**config.mk**
```make
export PLATFORM = sky130hd
export DESIGN_NAME = prog_loader
export DESIGN_NICKNAME = d
export VERILOG_FILES = /design/src/rtl/bus_defs.sv /design/src/rtl/prog_loader.sv
export SDC_FILE = /design/constraint.sdc
export NUM_CORES = 1
export LEC_CHECK = 0
export CORE_MARGIN = 2
export CORE_UTILIZATION = 50
export CTS_BUF_LIST = sky130_fd_sc_hd__clkbuf_16
export CTS_CLUSTER_SIZE = 20
export DETAILED_ROUTE_END_ITERATION = 16
export PLACE_DENSITY_LB_ADDON = 0.05
export SYNTH_ARGS = -nofsm -noshare
export SYNTH_HDL_FRONTEND = slang
export SYNTH_SLANG_ARGS = --single-unit
```
**constraint.sdc**
```tcl
create_clock -name clk -period 2.1 [get_ports clk]
set_input_delay 0.21 -clock clk [delete_from_list [all_inputs] [get_ports clk]]
set_output_delay 0.21 -clock clk [all_outputs]
set_load 0.005 [all_outputs]
```
**src/rtl/bus_defs.sv**
```systemverilog
// Shared bus definitions for the program loader and its bus peers.
//   WRITE_CODE / IDLE_CODE : control codes driven on the slave control lines
//   state_t                : loader FSM state encoding
package bus_defs;

  localparam logic [7:0] WRITE_CODE = 8'hFE;
  localparam logic [7:0] IDLE_CODE  = 8'hFF;

  typedef enum logic [2:0] {
    ST_IDLE    = 3'd0,
    ST_REQ     = 3'd1,
    ST_ADDR    = 3'd2,
    ST_DATA    = 3'd3,
    ST_RELEASE = 3'd4,
    ST_DONE    = 3'd5
  } state_t;

endpackage

```
**src/rtl/prog_loader.sv**
```systemverilog
// Program loader: accepts program words from a valid/ready source and writes
// each one to consecutive word addresses over an arbitrated shared bus
// (address phase, then data phase). The CPU is held in reset until the word
// flagged as last has been written; afterwards the loader parks in DONE.
//
// Ports
//   clk          : system clock, rising edge
//   reset        : asynchronous active-high reset
//   load_valid   : source word available
//   load_data    : source word
//   load_last    : load_data is the final program word
//   load_ready   : loader accepts a word this cycle
//   bus_req      : bus ownership request to the arbiter
//   bus_ack      : grant; loader owns the bus while high
//   bus_ctrl_out : control code to the slave (WRITE_CODE / IDLE_CODE)
//   bus_data_out : address in the address phase, word in the data phase
//   cpu_reset    : high until the program is fully loaded
//   done         : load complete, sticky until reset
module prog_loader #(
  parameter int unsigned            BUS_WIDTH  = 32,
  parameter int unsigned            CTRL_WIDTH = 8,
  parameter logic [BUS_WIDTH-1:0]   BASE_ADDR  = '0,
  parameter logic [CTRL_WIDTH-1:0]  WRITE_CODE = bus_defs::WRITE_CODE,
  parameter logic [CTRL_WIDTH-1:0]  IDLE_CODE  = bus_defs::IDLE_CODE
) (
  input  logic                  clk,
  input  logic                  reset,
  input  logic                  load_valid,
  input  logic [BUS_WIDTH-1:0]  load_data,
  input  logic                  load_last,
  output logic                  load_ready,
  output logic                  bus_req,
  input  logic                  bus_ack,
  output logic [CTRL_WIDTH-1:0] bus_ctrl_out,
  output logic [BUS_WIDTH-1:0]  bus_data_out,
  output logic                  cpu_reset,
  output logic                  done
);

  bus_defs::state_t state, state_nxt;

  logic [BUS_WIDTH-1:0] addr;
  logic [BUS_WIDTH-1:0] hold_data;
  logic                 hold_last;
  logic                 accept;

  assign accept = load_valid && load_ready;

  // Next-state logic. Losing the grant in either bus phase sends the FSM
  // back to REQ with address and held word untouched, so the same write is
  // retried once the arbiter grants again.
  always_comb begin
    state_nxt = state;
    case (state)
      bus_defs::ST_IDLE:    if (accept)  state_nxt = bus_defs::ST_REQ;
      bus_defs::ST_REQ:     if (bus_ack) state_nxt = bus_defs::ST_ADDR;
      bus_defs::ST_ADDR:    state_nxt = bus_ack ? bus_defs::ST_DATA    : bus_defs::ST_REQ;
      bus_defs::ST_DATA:    state_nxt = bus_ack ? bus_defs::ST_RELEASE : bus_defs::ST_REQ;
      bus_defs::ST_RELEASE: state_nxt = hold_last ? bus_defs::ST_DONE : bus_defs::ST_IDLE;
      bus_defs::ST_DONE:    state_nxt = bus_defs::ST_DONE;
      default:              state_nxt = bus_defs::ST_IDLE;
    endcase
  end

  always_ff @(posedge clk or posedge reset) begin
    if (reset) begin
      state <= bus_defs::ST_IDLE;
    end else begin
      state <= state_nxt;
    end
  end

  // Word address advances only after a completed data phase; it wraps
  // naturally at 2^BUS_WIDTH.
  always_ff @(posedge clk or posedge reset) begin
    if (reset) begin
      addr <= BASE_ADDR;
    end else if (state == bus_defs::ST_RELEASE) begin
      addr <= addr + BUS_WIDTH'(1);
    end
  end

  always_ff @(posedge clk or posedge reset) begin
    if (reset) begin
      hold_data <= '0;
      hold_last <= 1'b0;
    end else if (accept) begin
      hold_data <= load_data;
      hold_last <= load_last;
    end
  end

  // Outputs decode from state. The write code is gated with bus_ack so an
  // aborted phase drives the idle code in the very cycle the grant is lost.
  always_comb begin
    bus_ctrl_out = IDLE_CODE;
    bus_data_out = '0;
    if (bus_ack) begin
      if (state == bus_defs::ST_ADDR) begin
        bus_ctrl_out = WRITE_CODE;
        bus_data_out = addr;
      end else if (state == bus_defs::ST_DATA) begin
        bus_ctrl_out = WRITE_CODE;
        bus_data_out = hold_data;
      end
    end
  end

  assign bus_req    = (state == bus_defs::ST_REQ)  ||
                      (state == bus_defs::ST_ADDR) ||
                      (state == bus_defs::ST_DATA);
  // Reset forces the state to IDLE; ready is masked so nothing is accepted
  // while reset is still asserted.
  assign load_ready = (state == bus_defs::ST_IDLE) && !reset;
  assign cpu_reset  = (state != bus_defs::ST_DONE);
  assign done       = (state == bus_defs::ST_DONE);

endmodule

```
### Word level (Yosys, flattened, before mapping)

Index checks and enable logic that the tools add are counted.

* register bits after elaboration: 68
* output and inout bits: 44
* word-level logic and storage cells: 32

* add/subtract/negate cells: 1
* equal/unequal tests: 8
* multiplexer cells: 12
* reductions and logical operators: 7

Operators by type and width (count)
* $mux W32: 3
* $add A32 B1 Y32 const B: 1
* $pmux W3 S6: 1
* $mux W3: 4
* $eq A3 B2 Y1 const B: 2
* $eq A3 B3 Y1 const B: 2
* $ne A2 B2 Y1 const B: 2
* $eq A3 B1 Y1 const B: 1
* $logic_not A3 Y1: 1
* $mux W1: 3
* $ne A3 B3 Y1 const B: 1
* $logic_and A1 B1 Y1: 2
* $logic_or A1 B1 Y1: 2
* $mux W2: 1
* $reduce_and A2 Y1: 1
* $logic_not A1 Y1: 1

### Longest topological paths before layout

* depth after elaboration: 5
* mapped depth: 7
* depth with buffers taken out: 5

### Least setup slack after synthesis

OpenSTA, ideal clock, no wires.

* path type: register to register
* start point: reg state[1]
* end point: reg addr[27]
* arrival: 1588 ps
* slack: 388 ps
* cell stages (with the launch flop): 8
* path through: dfrtp_1 -> buf_2 -> or3b_1 -> buf_6 -> nor3_4 -> buf_6 -> nand4_1 -> xnor2_1

* cells in the longest elaborated chain, start to end: 1

Ends and longest elaborated chain
* start, declared: RTL line prog_loader.sv:40 `bus_defs::state_t state, state_nxt;`
* start signal, assigned: RTL line prog_loader.sv:67 `state <= bus_defs::ST_IDLE;`
* start signal, assigned: RTL line prog_loader.sv:69 `state <= state_nxt;`
* $eq A3 B3 Y1: RTL line prog_loader.sv:78 `end else if (state == bus_defs::ST_RELEASE) begin`
* end signal, assigned: RTL line prog_loader.sv:79 `addr <= addr + BUS_WIDTH'(1);`
* end, declared: RTL line prog_loader.sv:42 `logic [BUS_WIDTH-1:0] addr;`

No other way between the ends.
A chain may end at the register's enable or synchronous reset.

### Final worst setup path

* start point: reg state[0]
* end point: out bus_data_out[7]

* cells in the longest elaborated chain, start to end: 4
* elaborated cells on any way between the ends: 5

Ends and longest elaborated chain
* $eq A3 B2 Y1: RTL line prog_loader.sv:102 `end else if (state == bus_defs::ST_DATA) begin`
* $mux W32: RTL line prog_loader.sv:102
* $mux W32 *: RTL line prog_loader.sv:99 `if (state == bus_defs::ST_ADDR) begin`
* $mux W32 *: RTL line prog_loader.sv:98 `if (bus_ack) begin`
* end, declared: RTL line prog_loader.sv:35 `output logic [BUS_WIDTH-1:0] bus_data_out,`

Every way passes the cells marked *; elsewhere a longest branch is shown, timed or not.

==> run_results.csv <==
group,metric,value,unit
die,fp-row-count,30,
sta,report.final.slew_viol_count,0,
placement,io_buffers,73,
placement,gp_congestion,0.745,
power,ir_drop,0.000637,V
placement,hpwl,4590,um
sta,min_period,2.07,ns
global_routing,grt_antenna_before_repair,0,
sta,fin_hold_ws,0.331,ns
clock_tree,cts_sinks,68,
die,core_area,6680,sq um
placement,dp.cells,442,
detailed_routing,drt_pre_antenna_iters,5,
global_routing,first_global_vias,2286,
global_routing,grt_overflow_total,0,
clock_tree,h-tree-depth,3,
synthesis,yosysSeqAreaShare,50.0,%
power,power_density,1050,nW/um^2
synthesis,ys_types,33,
global_routing,grt_max_degree,69,
detailed_routing,totalWireLength,6600,um
sta,fin_skew,0.00590,ns
worst_setup_path,crit_fanout,20,
clock_tree,cts.hold.buffers_added,0,
die,die-area,7480,sq um
run_status,status,"finished, final reports clean",
placement,dpl-instance-area,4220,sq um
global_routing,grt_use_total,18.7,%
clock_tree,root_buffer,"clkbuf_16",
clock_tree,ctsResizeCount,0,
worst_setup_path,rrSetupSlack,0.25,ns
synthesis,syn_avg_cell_area,11.6,sq um
sta,setup_viol,0,
synthesis,syn_area,3400,sq um
clock_tree,postCtsSetupRepairBufs,0,
layout,final_nets,411,
flow_run,cap_violations,0,
sta,rsz0062_at_grt,"yes",
synthesis,synth-seq-cells,68,
sta,hold_viol_final,0,
sta,setup_slack,0.0265,ns
clock_tree,cts_buffers,9,
min_path,hold_path.class,"primary input to asynchronous set/reset pin",
worst_setup_path,cp-end-kind,"primary output",
synthesis,yosysWarnings,0,
die,chipHeight,86.5,um
clock_tree,cts.path.max_buffers,2,
global_routing,grt_pass1_wl,11100,um
layout,fin_cells,458,
clock_tree,clk_latency,0.32,ns
detailed_routing,vias,2399,
sta,fin_crit_sh,98.7,%
detailed_routing,via_per_inst,5.24,
power,p_leak,0.00200,uW
clock_tree,clkTransAtPathRegs,0.05,ns
worst_setup_path,arrival,1.86,ns
layout,antenna_cells,0,
detailed_routing,avgRoutedWirePerCell,14.4,um
die,dieWidth,86.5,um
layout,fin_area,4480,sq um
worst_setup_path,crit_type,"flop to primary output",
worst_setup_path,worst_ep_required_time,1.89,ns
detailed_routing,drt-initial-drc-count,112,
detailed_routing,ant_nets,0,
synthesis,synth_cells,294,
clock_tree,cts_tree,"done",
die,start_util,50.9,%
layout,drive_gt1_share,16.9,%
placement,dpl_worst_slack,0.185,ns
worst_setup_path,startpoint_type,"flop",
layout,syn2layout_area_growth,31.6,%
worst_setup_path,rr_worst_depth,5,
detailed_routing,drc,0,
layout,n_fill_cell,537,
power,power,4700,uW
worst_setup_path,crit-reg2reg-launch,"state[1]",
worst_setup_path,reg2reg_to,"addr[13]",
sta,max_freq,0.482,GHz
die,io_pins,81,
kinds of logic after synthesis:
logic type / count (synthesis) / synth area share (%)
AO/OA/AOI/OAI: 3 / 0.588
XOR/XNOR: 32 / 8.24
adder cells (fa/ha/maj): 1 / 0.368
buffers and inverters: 27 / 4.49
flip-flops: 68 / 50.0
multiplexers: 66 / 20.7
other: 1 / 0.110
AND/OR/NAND/NOR: 96 / 15.6
registers in the layout, summed over array words and instances (netlist names):
name,flops
hold_data,32
state,3
addr,32
hold_last,1
stage by stage:
stage	utilization [%]	TNS [ns]
2_1_floorplan	-	0
3_3_place_gp	63.2	0
3_5_place_dp	63.2	0
4_1_cts	67.0	0
5_1_grt	67.0	-0.880
6_report	67.0	0
cell usage after synthesis (all sizes together):
| library cell | n | area (sq um) |
|---|---|---|
| a221o | 1 | 10.0 |
| and2 | 2 | 12.5 |
| and3 | 5 | 31.3 |
| and4 | 5 | 43.8 |
| buf | 18 | 119 |
| clkbuf | 5 | 18.8 |
| conb | 1 | 3.75 |
| dfrtp | 68 | 1700 |
| ha | 1 | 12.5 |
| inv | 4 | 15.0 |
| mux2 | 34 | 383 |
| mux2i | 32 | 320 |
| nand2 | 7 | 26.3 |
| nand3 | 13 | 65.1 |
| nand3b | 1 | 7.51 |
| nand4 | 14 | 93.8 |
| nand4bb | 1 | 11.3 |
| nor2 | 37 | 139 |
| nor2b | 1 | 6.26 |
| nor3 | 5 | 36.3 |
| nor3b | 1 | 7.51 |
| nor4 | 3 | 40.0 |
| o21ai | 2 | 10.0 |
| or3b | 1 | 8.76 |
| xnor2 | 24 | 210 |
| xor2 | 8 | 70.1 |
critical path, cell delays in order, from the launching register on:
cell and delay, ns:
dfrtp_2 0.42, buf_4 0.35, mux2i_1 0.27, nor2_1 0.06, clkdlybuf4s50_1 0.44
layout by cell type, fill, tap and decap left out, drive strengths merged:
cell           netlist  final
a221o                1      1
and2                 2      2
and3                 5      5
and4                 5      5
buf                 18     12
clkbuf               5      9
clkdlybuf4s50        0     73
clkinv               0      3
conb                 1      7
dfrtp               68     68
ha                   1      1
inv                  4      8
mux2                34     34
mux2i               32     32
nand2                7      7
nand3               13     13
nand3b               1      1
nand4               14     14
nand4bb              1      1
nor2                37     37
nor2b                1      1
nor3                 5      5
nor3b                1      1
nor4                 3      3
o21ai                2      2
or3b                 1      1
xnor2               24     24
xor2                 8      8
power breakdown:
group          switching [uW]  internal [uW]  total [uW]
combinational             608            883        1490
sequential                238           1700        1930
clock                     503            773        1280
layer usage:
metal	share of wire, %	up-vias	track usage [%]	routed length, um
met5	0	-	0	0
met3	4.0	6	3.62	261
met1	51	1162	27.5	3380
met4	0.83	0	5.97	55
met2	44	59	28.1	2910
li1	-	1172	-	-
how the worst max path moves through the flow:
stage	slack [ns]	to	from
after floorplan	0.18	addr[0]	reset
after global placement	0.21	bus_data_out[22]	bus_ack
after detailed placement	0.18	bus_data_out[22]	bus_ack
after CTS	0.03	bus_data_out[7]	state[0]
after global routing	-0.06	bus_data_out[8]	state[0]
final	0.03	bus_data_out[7]	state[0]
area by class of cell:
| type | count | area [sq um] | share of cell area, % |
|---|---|---|---|
| inverters | 4 | 15.0 | 0.335 |
| repair buffers | 85 | 833 | 18.6 |
| clock buffers | 9 | 225 | 5.03 |
| well taps | 80 | 100 | 2.24 |
| clock inverters | 7 | 30.0 | 0.671 |
| multi-input cells | 205 | 1570 | 35.1 |
| flip-flops and latches | 68 | 1700 | 38.0 |
Power figures use the tool's default switching activity.
